==> config.mk <==
export PLATFORM = sky130hd
export DESIGN_NAME = axi4l_reg_sub
export DESIGN_NICKNAME = d
export VERILOG_FILES = /design/src/rtl/axi_default_param_pkg.sv /design/src/rtl/axi4l_reg_sub.sv
export SDC_FILE = /design/constraint.sdc
export NUM_CORES = 2
export LEC_CHECK = 0
export CAP_MARGIN = 20
export CORE_AREA = 2 2 482 484
export CTS_BUF_LIST = sky130_fd_sc_hd__clkbuf_8
export DETAILED_ROUTE_END_ITERATION = 12
export DIE_AREA = 0 0 484 486
export GPL_ROUTABILITY_DRIVEN = 0
export SYNTH_ARGS = -nofsm -noshare
export SYNTH_HDL_FRONTEND = slang
export SYNTH_SLANG_ARGS = --single-unit
==> constraint.sdc <==
create_clock -name clk_i -period 2.9 [get_ports clk_i]
set_input_delay 0.725 -clock clk_i [delete_from_list [all_inputs] [get_ports clk_i]]
set_output_delay 0.725 -clock clk_i [all_outputs]
set_load 0.02 [all_outputs]
==> src/rtl/axi_default_param_pkg.sv <==
// Default AXI4-Lite widths and the request/response payload structs shared by managers and subordinates.
package axi_default_param_pkg;

  localparam int unsigned AXI4L_ADDR_WIDTH = 32;
  localparam int unsigned AXI4L_DATA_WIDTH = 64;
  localparam int unsigned AXI4L_STRB_WIDTH = AXI4L_DATA_WIDTH / 8;

  localparam logic [1:0] AXI_RESP_OKAY   = 2'b00;
  localparam logic [1:0] AXI_RESP_SLVERR = 2'b10;

  typedef struct packed {
    logic [AXI4L_ADDR_WIDTH-1:0] aw_addr;
    logic [2:0]                  aw_prot;
    logic                        aw_valid;
    logic [AXI4L_DATA_WIDTH-1:0] w_data;
    logic [AXI4L_STRB_WIDTH-1:0] w_strb;
    logic                        w_valid;
    logic                        b_ready;
    logic [AXI4L_ADDR_WIDTH-1:0] ar_addr;
    logic [2:0]                  ar_prot;
    logic                        ar_valid;
    logic                        r_ready;
  } axi4l_req_t;

  typedef struct packed {
    logic                        aw_ready;
    logic                        w_ready;
    logic                        b_valid;
    logic [1:0]                  b_resp;
    logic                        ar_ready;
    logic                        r_valid;
    logic [AXI4L_DATA_WIDTH-1:0] r_data;
    logic [1:0]                  r_resp;
  } axi4l_resp_t;

endpackage

==> src/rtl/axi4l_reg_sub.sv <==
// AXI4-Lite register subordinate with a flat register image output.
// Define AXI4L_REG_SUB_SLVERR_EN to answer out-of-range accesses with SLVERR instead of OKAY.
module axi4l_reg_sub #(
  parameter int unsigned            ADDR_WIDTH = 32,
  parameter int unsigned            DATA_WIDTH = 64,
  parameter int unsigned            NUM_REGS   = 16,
  parameter logic [ADDR_WIDTH-1:0]  BASE_ADDR  = '0,
  parameter type axi4l_req_t  = axi_default_param_pkg::axi4l_req_t,
  parameter type axi4l_resp_t = axi_default_param_pkg::axi4l_resp_t
) (
  input  logic                           clk_i,
  input  logic                           arst_ni,
  input  axi4l_req_t                     req_i,
  output axi4l_resp_t                    resp_o,
  output logic [NUM_REGS*DATA_WIDTH-1:0] regs_o
);

  localparam int unsigned STRB_W = DATA_WIDTH / 8;
  localparam int unsigned OB     = $clog2(STRB_W);
  localparam int unsigned IDXW   = $clog2(NUM_REGS);
  localparam logic [ADDR_WIDTH-1:0] REGION = ADDR_WIDTH'(NUM_REGS * STRB_W);
  localparam logic [1:0] RESP_OKAY = 2'b00;
`ifdef AXI4L_REG_SUB_SLVERR_EN
  localparam logic [1:0] RESP_OOR  = 2'b10;
`else
  localparam logic [1:0] RESP_OOR  = 2'b00;
`endif

  typedef enum logic {W_IDLE, W_RESP} w_state_e;
  typedef enum logic {R_IDLE, R_RESP} r_state_e;

  w_state_e                w_state_q, w_state_d;
  r_state_e                r_state_q, r_state_d;
  logic                    ready_en_q;
  logic                    aw_held_q, aw_held_d;
  logic                    w_held_q, w_held_d;
  logic [ADDR_WIDTH-1:0]   aw_addr_q, aw_addr_d;
  logic [DATA_WIDTH-1:0]   w_data_q, w_data_d;
  logic [STRB_W-1:0]       w_strb_q, w_strb_d;
  logic                    b_valid_q, b_valid_d;
  logic [1:0]              b_resp_q, b_resp_d;
  logic                    r_valid_q, r_valid_d;
  logic [1:0]              r_resp_q, r_resp_d;
  logic [DATA_WIDTH-1:0]   r_data_q, r_data_d;
  logic [DATA_WIDTH-1:0]   regs_q [NUM_REGS];
  logic [DATA_WIDTH-1:0]   regs_d [NUM_REGS];

  logic                    aw_ready_c, w_ready_c, ar_ready_c;
  logic                    aw_hs_c, w_hs_c, ar_hs_c;
  logic [ADDR_WIDTH-1:0]   wr_addr_c, wr_off_c, rd_off_c;
  logic [DATA_WIDTH-1:0]   wr_data_c;
  logic [STRB_W-1:0]       wr_strb_c;
  logic                    wr_oor_c, rd_oor_c;
  logic [IDXW-1:0]         wr_idx_c, rd_idx_c;

  // Write channel: either of AW/W may arrive first; the commit uses whichever copy is live.
  always_comb begin
    w_state_d  = w_state_q;
    aw_held_d  = aw_held_q;
    w_held_d   = w_held_q;
    aw_addr_d  = aw_addr_q;
    w_data_d   = w_data_q;
    w_strb_d   = w_strb_q;
    b_valid_d  = b_valid_q;
    b_resp_d   = b_resp_q;
    regs_d     = regs_q;

    aw_ready_c = ready_en_q & ~aw_held_q & (w_state_q == W_IDLE);
    w_ready_c  = ready_en_q & ~w_held_q & (w_state_q == W_IDLE);
    aw_hs_c    = req_i.aw_valid & aw_ready_c;
    w_hs_c     = req_i.w_valid & w_ready_c;
    wr_addr_c  = aw_held_q ? aw_addr_q : req_i.aw_addr;
    wr_data_c  = w_held_q ? w_data_q : req_i.w_data;
    wr_strb_c  = w_held_q ? w_strb_q : req_i.w_strb;
    wr_off_c   = wr_addr_c - BASE_ADDR;
    wr_oor_c   = (wr_addr_c < BASE_ADDR) | (wr_off_c >= REGION);
    wr_idx_c   = wr_off_c[OB +: IDXW];

    if (aw_hs_c) begin
      aw_held_d = 1'b1;
      aw_addr_d = req_i.aw_addr;
    end
    if (w_hs_c) begin
      w_held_d = 1'b1;
      w_data_d = req_i.w_data;
      w_strb_d = req_i.w_strb;
    end

    unique case (w_state_q)
      W_IDLE: begin
        if ((aw_held_q | aw_hs_c) && (w_held_q | w_hs_c)) begin
          if (!wr_oor_c) begin
            for (int b = 0; b < int'(STRB_W); b++) begin
              if (wr_strb_c[b]) regs_d[wr_idx_c][8*b +: 8] = wr_data_c[8*b +: 8];
            end
          end
          b_valid_d = 1'b1;
          b_resp_d  = wr_oor_c ? RESP_OOR : RESP_OKAY;
          w_state_d = W_RESP;
        end
      end
      W_RESP: begin
        if (req_i.b_ready) begin
          b_valid_d = 1'b0;
          aw_held_d = 1'b0;
          w_held_d  = 1'b0;
          w_state_d = W_IDLE;
        end
      end
      default: w_state_d = W_IDLE;
    endcase
  end

  // Read channel samples the pre-commit register value, so a same-cycle write is not visible.
  always_comb begin
    r_state_d  = r_state_q;
    r_valid_d  = r_valid_q;
    r_resp_d   = r_resp_q;
    r_data_d   = r_data_q;

    ar_ready_c = ready_en_q & (r_state_q == R_IDLE);
    ar_hs_c    = req_i.ar_valid & ar_ready_c;
    rd_off_c   = req_i.ar_addr - BASE_ADDR;
    rd_oor_c   = (req_i.ar_addr < BASE_ADDR) | (rd_off_c >= REGION);
    rd_idx_c   = rd_off_c[OB +: IDXW];

    unique case (r_state_q)
      R_IDLE: begin
        if (ar_hs_c) begin
          r_data_d  = rd_oor_c ? '0 : regs_q[rd_idx_c];
          r_resp_d  = rd_oor_c ? RESP_OOR : RESP_OKAY;
          r_valid_d = 1'b1;
          r_state_d = R_RESP;
        end
      end
      R_RESP: begin
        if (req_i.r_ready) begin
          r_valid_d = 1'b0;
          r_state_d = R_IDLE;
        end
      end
      default: r_state_d = R_IDLE;
    endcase
  end

  always_ff @(posedge clk_i or negedge arst_ni) begin
    if (!arst_ni) begin
      ready_en_q <= 1'b0;
      w_state_q  <= W_IDLE;
      r_state_q  <= R_IDLE;
      aw_held_q  <= 1'b0;
      w_held_q   <= 1'b0;
      aw_addr_q  <= '0;
      w_data_q   <= '0;
      w_strb_q   <= '0;
      b_valid_q  <= 1'b0;
      b_resp_q   <= RESP_OKAY;
      r_valid_q  <= 1'b0;
      r_resp_q   <= RESP_OKAY;
      r_data_q   <= '0;
      for (int k = 0; k < int'(NUM_REGS); k++) regs_q[k] <= '0;
    end else begin
      ready_en_q <= 1'b1;
      w_state_q  <= w_state_d;
      r_state_q  <= r_state_d;
      aw_held_q  <= aw_held_d;
      w_held_q   <= w_held_d;
      aw_addr_q  <= aw_addr_d;
      w_data_q   <= w_data_d;
      w_strb_q   <= w_strb_d;
      b_valid_q  <= b_valid_d;
      b_resp_q   <= b_resp_d;
      r_valid_q  <= r_valid_d;
      r_resp_q   <= r_resp_d;
      r_data_q   <= r_data_d;
      regs_q     <= regs_d;
    end
  end

  always_comb begin
    resp_o          = '0;
    resp_o.aw_ready = aw_ready_c;
    resp_o.w_ready  = w_ready_c;
    resp_o.b_valid  = b_valid_q;
    resp_o.b_resp   = b_resp_q;
    resp_o.ar_ready = ar_ready_c;
    resp_o.r_valid  = r_valid_q;
    resp_o.r_data   = r_data_q;
    resp_o.r_resp   = r_resp_q;
  end

  for (genvar k = 0; k < int'(NUM_REGS); k++) begin : g_regs_o
    assign regs_o[k*DATA_WIDTH +: DATA_WIDTH] = regs_q[k];
  end

  // Protection attributes carry no meaning for this register file.
  logic unused_prot;
  assign unused_prot = ^{req_i.aw_prot, req_i.ar_prot};

endmodule
Word level (Yosys, flattened, before mapping):

Cells that the tools add are included.

* output and inout bits: 1097
* flip-flop bits (word level): 1199
* bits of input ports: 149
* logic and storage cells: 141

* eq/ne operators: 4
* muxes and demuxes: 78
* bitwise logic cells: 19
* reductions and logical operators: 6
* order comparisons: 7

Operator list (count)
* $mux 1024: 29
* $bwmux 1024: 8
* $demux 64 s4: 8
* $mux 64: 5
* $bmux 64 s4: 1
* $ge 32x8->1 const B: 2
* $lt 32x1->1 const B: 2
* $mux 32: 2
* $mux 56: 1
* $mux 48: 1
* $mux 40: 1
* $mux 24: 1
* $mux 16: 1
* $mux 8: 2
* $mux 1: 14
* $ge 5x5->1 const B: 2
* $not 4->5: 2
* $and 1x1->1: 8
* $pmux 1 s2: 4
* $ne 2x2->1 const B: 3
* $reduce_and 2->1: 3
* $lt 5x1->1 const B: 1
* $not 1->1: 5
* $or 1x1->1: 4
* 3 further kinds: 4

Longest topological paths before layout:

* word-level depth: 43
* mapped depth: 8
* depth with buffers taken out: 5

Worst setup path after synthesis:

No wires, ideal clock.

* kind: input-to-reg
* start: input req_i[8] (netlist name)
* end: register r_data_q[25]
* buffers on the path: 3
* setup time: 121 ps
* cell stages on the path: 7
* slack: 111 ps
* data required time: 2779 ps
* data arrival time: 2668 ps
* path through: clkbuf_1 clkbuf_1 buf_1 mux4_2 a22oi_1 nand2_1 a22o_1

* word-level cells in the longest chain between the ends: 5
* elaborated cells between the ends (all ways): 8
* those cells by class: order compare (2); mux (4); bitwise (2)

RTL lines
* start, declared: RTL line axi4l_reg_sub.sv:13 `input axi4l_req_t req_i,`
* branches (longest 4 deep; another with $lt 32x1->1)
* $mux 64 (*): RTL line axi4l_reg_sub.sv:130 `r_data_d = rd_oor_c ? '0 : regs_q[rd_idx_c];`
* end signal, assigned: RTL line axi4l_reg_sub.sv:175 `r_data_q <= r_data_d;`
* end, declared: RTL line axi4l_reg_sub.sv:44 `logic [DATA_WIDTH-1:0] r_data_q, r_data_d;`

Mark *: on every way between the ends. The select of a mux whose other input is x is not followed.
A chain may end at the register's enable or synchronous reset.

Worst setup path in the final report:

* start: register regs_q (netlist bit regs_o[231])
* end: output regs_o[231]

RTL lines
* start, declared: RTL line axi4l_reg_sub.sv:45 `logic [DATA_WIDTH-1:0] regs_q [NUM_REGS];`
* start signal, assigned: RTL line axi4l_reg_sub.sv:176 `regs_q <= regs_d;`
* end, declared: RTL line axi4l_reg_sub.sv:15 `output logic [NUM_REGS*DATA_WIDTH-1:0] regs_o`

No word-level cell between the ends.

==> impl_metrics.prom <==
# TYPE chip_impl_metric gauge
chip_impl_metric{name="net-switching-power",unit="mW"} 13.2
chip_impl_metric{name="layout.nets",unit=""} 5147
chip_impl_metric{name="grt_util_met2",unit="%"} 37.2
chip_impl_metric{name="global_route.usage.met1",unit="%"} 26.1
chip_impl_metric{name="die_w",unit="um"} 484
chip_impl_metric{name="clkSlewWorstSetupHoldPaths",unit="ns"} 0.06
chip_impl_metric{name="number_of_distinct_library_cells_after_synthesis",unit=""} 35
chip_impl_info{name="r2r_end",value="regs_o[668]$_DFFE_PN0P_"} 1
chip_impl_info{name="unrepaired_setup_endpoints_after_global_routing",value="no"} 1
chip_impl_metric{name="post_drt_via_cell_ratio",unit=""} 4.87
chip_impl_metric{name="combinational_group_share_of_total_power",unit="%"} 17.2
chip_impl_metric{name="worst-r2r-cell-count",unit=""} 7
chip_impl_metric{name="antenna_found_initial",unit=""} 41
chip_impl_info{name="critPathLaunch",value="regs_o[231]$_DFFE_PN0P_"} 1
chip_impl_info{name="clock_root_buffer",value="sky130_fd_sc_hd__clkbuf_8"} 1
chip_impl_metric{name="mean_post_synth_cell_area",unit="um^2"} 16.0
chip_impl_metric{name="wl",unit="mm"} 271
chip_impl_metric{name="arrival",unit="ns"} 2.07
chip_impl_info{name="kind_of_capture_point_of_the_worst_setup_path",value="primary output"} 1
chip_impl_info{name="ys_top_cells_by_count",value="sky130_fd_sc_hd__dfrtp_1 (1196), sky130_fd_sc_hd__mux2_2 (1187), sky130_fd_sc_hd__mux4_2 (256)"} 1
chip_impl_info{name="grt_max_usage_layer",value="met2"} 1
chip_impl_info{name="hp-class",value="primary input to async pin"} 1
chip_impl_metric{name="worst_setup_slack_for_register_to_register_paths",unit="ns"} 0.13
chip_impl_metric{name="first_global_vias",unit=""} 41600
chip_impl_metric{name="total_of_endpoints_with_negative_setup_slack_in_the_final_report",unit=""} 0
chip_impl_metric{name="critPathBufInv",unit=""} 1
chip_impl_metric{name="area_of_the_die",unit="um^2"} 235000
chip_impl_metric{name="internal_power",unit="mW"} 28.4
chip_impl_metric{name="seq_area_frac_synth",unit="%"} 55.7
chip_impl_metric{name="layout-drive-gt1-share",unit="%"} 45.4
chip_impl_metric{name="cellPowerDensity",unit="nW/um^2"} 536
chip_impl_metric{name="post-route-min-period",unit="ns"} 2.79
chip_impl_metric{name="cts_buffer_depth",unit=""} 3
chip_impl_metric{name="part_of_the_total_power_dissipated_in_the_clock_network",unit="%"} 39.9
chip_impl_metric{name="final.setup.worst_slack",unit="ns"} 0.108
chip_impl_metric{name="postSynthRegisterBits",unit=""} 1196
chip_impl_metric{name="placement.cell_area",unit="um^2"} 73600
chip_impl_metric{name="count_of_port_buffers_added_during_placement",unit=""} 1229
chip_impl_metric{name="final.period_utilization",unit="%"} 96.3
chip_impl_metric{name="worst_setup_slack_before_clock_tree_synthesis",unit="ns"} -0.742
chip_impl_metric{name="finalSetupTns",unit="ns"} 0
chip_impl_info{name="yosys-top-cells-area",value="sky130_fd_sc_hd__dfrtp_1 (56%), sky130_fd_sc_hd__mux2_2 (25%), sky130_fd_sc_hd__mux4_2 (11%)"} 1
chip_impl_metric{name="gr-total-overflow",unit=""} 0
chip_impl_info{name="tritoncts",value="built"} 1
chip_impl_info{name="crit_type",value="register to primary output"} 1
chip_impl_metric{name="peakVddDrop",unit="uV"} 466
chip_impl_metric{name="ios",unit=""} 1246
chip_impl_metric{name="synth_enable_flop_cells",unit=""} 0
chip_impl_metric{name="maxCapViolCount",unit=""} 0
chip_impl_metric{name="yosys.area.top_type_share",unit="%"} 55.7
chip_impl_metric{name="drt_first_pass_iters",unit=""} 7
chip_impl_metric{name="detailedPlacementHpwl",unit="mm"} 210
chip_impl_metric{name="remaining_drc_errors",unit=""} 0
chip_impl_metric{name="grt_pass1_wl",unit="mm"} 367
chip_impl_metric{name="number_of_placed_instances_taps_included",unit=""} 7806
chip_impl_metric{name="yosys_warning_count",unit=""} 0
chip_impl_info{name="worst_r2r_src",value="aw_held_q$_DFF_PN0_"} 1
chip_impl_metric{name="sw_frac_of_total",unit="%"} 31.8
chip_impl_metric{name="cts_htree_levels",unit=""} 4
chip_impl_metric{name="timing_max_transition_violations_final",unit=""} 0
chip_impl_metric{name="vias",unit=""} 40000
chip_impl_info{name="timing.critical_path.to",value="regs_o[231]"} 1
chip_impl_metric{name="initial_standard_cell_utilization_of_the_core",unit="%"} 23.4
chip_impl_info{name="status",value="finished clean"} 1
chip_impl_metric{name="power_frac_seq",unit="%"} 42.9
chip_impl_metric{name="coreArea",unit="um^2"} 229000
chip_impl_metric{name="groute.layer.met3.usage",unit="%"} 7.57
chip_impl_metric{name="numCtsBuffers",unit=""} 215
chip_impl_metric{name="critical_path_cell_count",unit=""} 1
chip_impl_metric{name="max_stage_delay_on_crit_path",unit="ns"} 0.66
chip_impl_info{name="critPathLaunchType",value="register"} 1
chip_impl_metric{name="cp.required",unit="ns"} 2.17
chip_impl_metric{name="synthCells",unit=""} 3354
chip_impl_metric{name="post_cts_buffers",unit=""} 0
chip_impl_metric{name="worst_pin_slew",unit="ns"} 0.666
chip_impl_info{name="synthMostInstantiatedCell",value="sky130_fd_sc_hd__dfrtp_1"} 1
chip_impl_metric{name="fin_area",unit="um^2"} 77700
chip_impl_metric{name="wl_per_instance",unit="um"} 33.0
chip_impl_metric{name="synthesis.area",unit="um^2"} 53700
chip_impl_info{name="critical-path-top-delay-family",value="buffers and inverters"} 1
chip_impl_metric{name="syn_to_final_growth",unit="%"} 44.7
chip_impl_info{name="critical_path.slowest_cell",value="sky130_fd_sc_hd__clkdlybuf4s50_1"} 1
chip_impl_metric{name="placementRows",unit=""} 176
chip_impl_info{name="yosys.area.top_type",value="sky130_fd_sc_hd__dfrtp_1"} 1
chip_impl_metric{name="timing.hold.ws",unit="ns"} 0.291
chip_impl_metric{name="filler_cell_count",unit=""} 22700
chip_impl_metric{name="final.setup_skew",unit="ns"} 0.0556
chip_impl_metric{name="critical_path_peak_fanout",unit=""} 3
chip_impl_metric{name="async_set_reset_flop_share_out_of_synthesis",unit="%"} 100
chip_impl_metric{name="largest_net_degree_at_the_start_of_global_routing",unit=""} 101
chip_impl_info{name="crit_path_cell_trace",value="clkdlybuf4s50_1"} 1
chip_impl_metric{name="layout.cells.non_filler",unit=""} 8207
chip_impl_metric{name="power.static_leakage",unit="nW"} 36.2
chip_impl_metric{name="clk_latency",unit="ns"} 0.98
chip_impl_metric{name="detailedRoute.firstIterationViolations",unit=""} 2535
chip_impl_info{name="synth_ff_type",value="sky130_fd_sc_hd__dfrtp_1"} 1
chip_impl_metric{name="ant_nets",unit=""} 0
chip_impl_metric{name="final_hold_viol_count",unit=""} 0
chip_impl_metric{name="die_height",unit="um"} 486
chip_impl_metric{name="numClockSinks",unit=""} 1196
chip_impl_metric{name="maxSlewHeadroom",unit="%"} 55.8
chip_impl_metric{name="max_freq",unit="MHz"} 358
chip_impl_metric{name="global_route.usage.total",unit="%"} 22.5
[sequential cells by signal, summed over array words and instances, names as in the netlist]
name / cells
regs_o: 1024
r_valid_q: 1
w_strb_q: 8
aw_addr_q: 29
w_held_q: 1
ready_en_q: 1
b_valid_q: 1
r_state_q: 1
w_state_q: 1
w_data_q: 64
r_data_q: 64
aw_held_q: 1
[repair_timing]
action                                  CTS  global route
hold buffers                              1             0
gates resized for setup                 352             1
endpoints found under the setup margin  331            12
pin swaps                                 0             1
hold endpoints to repair                 15             0
[cell type report]
class	count	area, um^2	area share (%)
Inverter	14	52.6	0.0677
Tap cell	3026	3790	4.87
Clock buffer	255	3510	4.52
Sequential cell	1196	29900	38.5
Clock inverter	126	921	1.19
Timing Repair Buffer	1641	16500	21.2
Antenna cell	19	47.5	0.0612
Multi-Input combinational cell	1930	22900	29.5
[per-stage QoR]
stage | util [%] | power (mW)
3_5_place_dp | 32.1 | 25.4
2_1_floorplan | - | 21.8
5_1_grt | 33.8 | 43.3
3_3_place_gp | 32.1 | 25.2
4_1_cts | 33.8 | 42.1
6_report | 33.9 | 41.6
[cell families (layout without fill, tap and decap cells)]
family | Yosys count | in the layout | synth area share, %
flip-flops | 1196 | 1196 | 55.7
multiplexers | 1452 | 1452 | 35.8
AO/OA/AOI/OAI | 211 | 211 | 3.06
AND/OR/NAND/NOR | 262 | 262 | 3.61
other | 2 | 24 | 0.0140
buffers and inverters | 231 | 2036 | 1.77
[how the worst min path moves through the flow]
| stage | slack, ns | to | from |
|---|---|---|---|
| after floorplan | 0.43 | aw_addr_q[10]$_DFFE_PN0P_ | arst_ni |
| after global placement | 0.47 | r_valid_q$_DFFE_PN0P_ | r_valid_q$_DFFE_PN0P_ |
| after detailed placement | 0.49 | w_data_q[27]$_DFFE_PN0P_ | w_data_q[27]$_DFFE_PN0P_ |
| after CTS | 0.19 | regs_o[907]$_DFFE_PN0P_ | arst_ni |
| after global routing | 0.23 | regs_o[907]$_DFFE_PN0P_ | arst_ni |
| final | 0.29 | regs_o[907]$_DFFE_PN0P_ | arst_ni |
[placed cells by master (no fill, tap or decap), types with 7 or more instances in the layout]
cell type / netlist / final
sky130_fd_sc_hd__dfrtp_1: 1196 / 1190
sky130_fd_sc_hd__mux2_2: 1187 / 1187
sky130_fd_sc_hd__clkdlybuf4s50_1: 0 / 888
sky130_fd_sc_hd__dlygate4sd2_1: 0 / 327
sky130_fd_sc_hd__buf_4: 10 / 297
sky130_fd_sc_hd__mux4_2: 256 / 256
sky130_fd_sc_hd__clkbuf_8: 0 / 255
sky130_fd_sc_hd__a22oi_1: 126 / 126
sky130_fd_sc_hd__buf_12: 0 / 122
sky130_fd_sc_hd__nor3_2: 121 / 121
sky130_fd_sc_hd__inv_1: 14 / 79
sky130_fd_sc_hd__nand2_1: 72 / 71
sky130_fd_sc_hd__a22o_1: 64 / 64
sky130_fd_sc_hd__clkinv_2: 0 / 31
sky130_fd_sc_hd__diode_2: 0 / 19
sky130_fd_sc_hd__nor4_1: 16 / 16
sky130_fd_sc_hd__nand3_2: 15 / 15
sky130_fd_sc_hd__nand3_1: 10 / 10
sky130_fd_sc_hd__nor2_1: 9 / 8
sky130_fd_sc_hd__mux2i_2: 0 / 8
sky130_fd_sc_hd__clkinvlp_4: 0 / 8
sky130_fd_sc_hd__bufinv_16: 0 / 7
[power groups by stage]
stage	Clock (mW)	Sequential (mW)	Combinational, mW
2_1_floorplan	0	18.0	3.76
3_3_place_gp	0	18.1	7.12
3_5_place_dp	0	18.1	7.21
4_1_cts	17.0	17.9	7.23
5_1_grt	17.8	17.9	7.59
6_report	16.6	17.9	7.15
[routing by layer]
layer	vias to the layer above	share of wire, %
li1	16200	-
met3	476	8.6
met1	21400	38
met5	-	0.055
met2	1920	48
met4	22	5.6
Note: power is estimated with default switching activity, not from simulation.
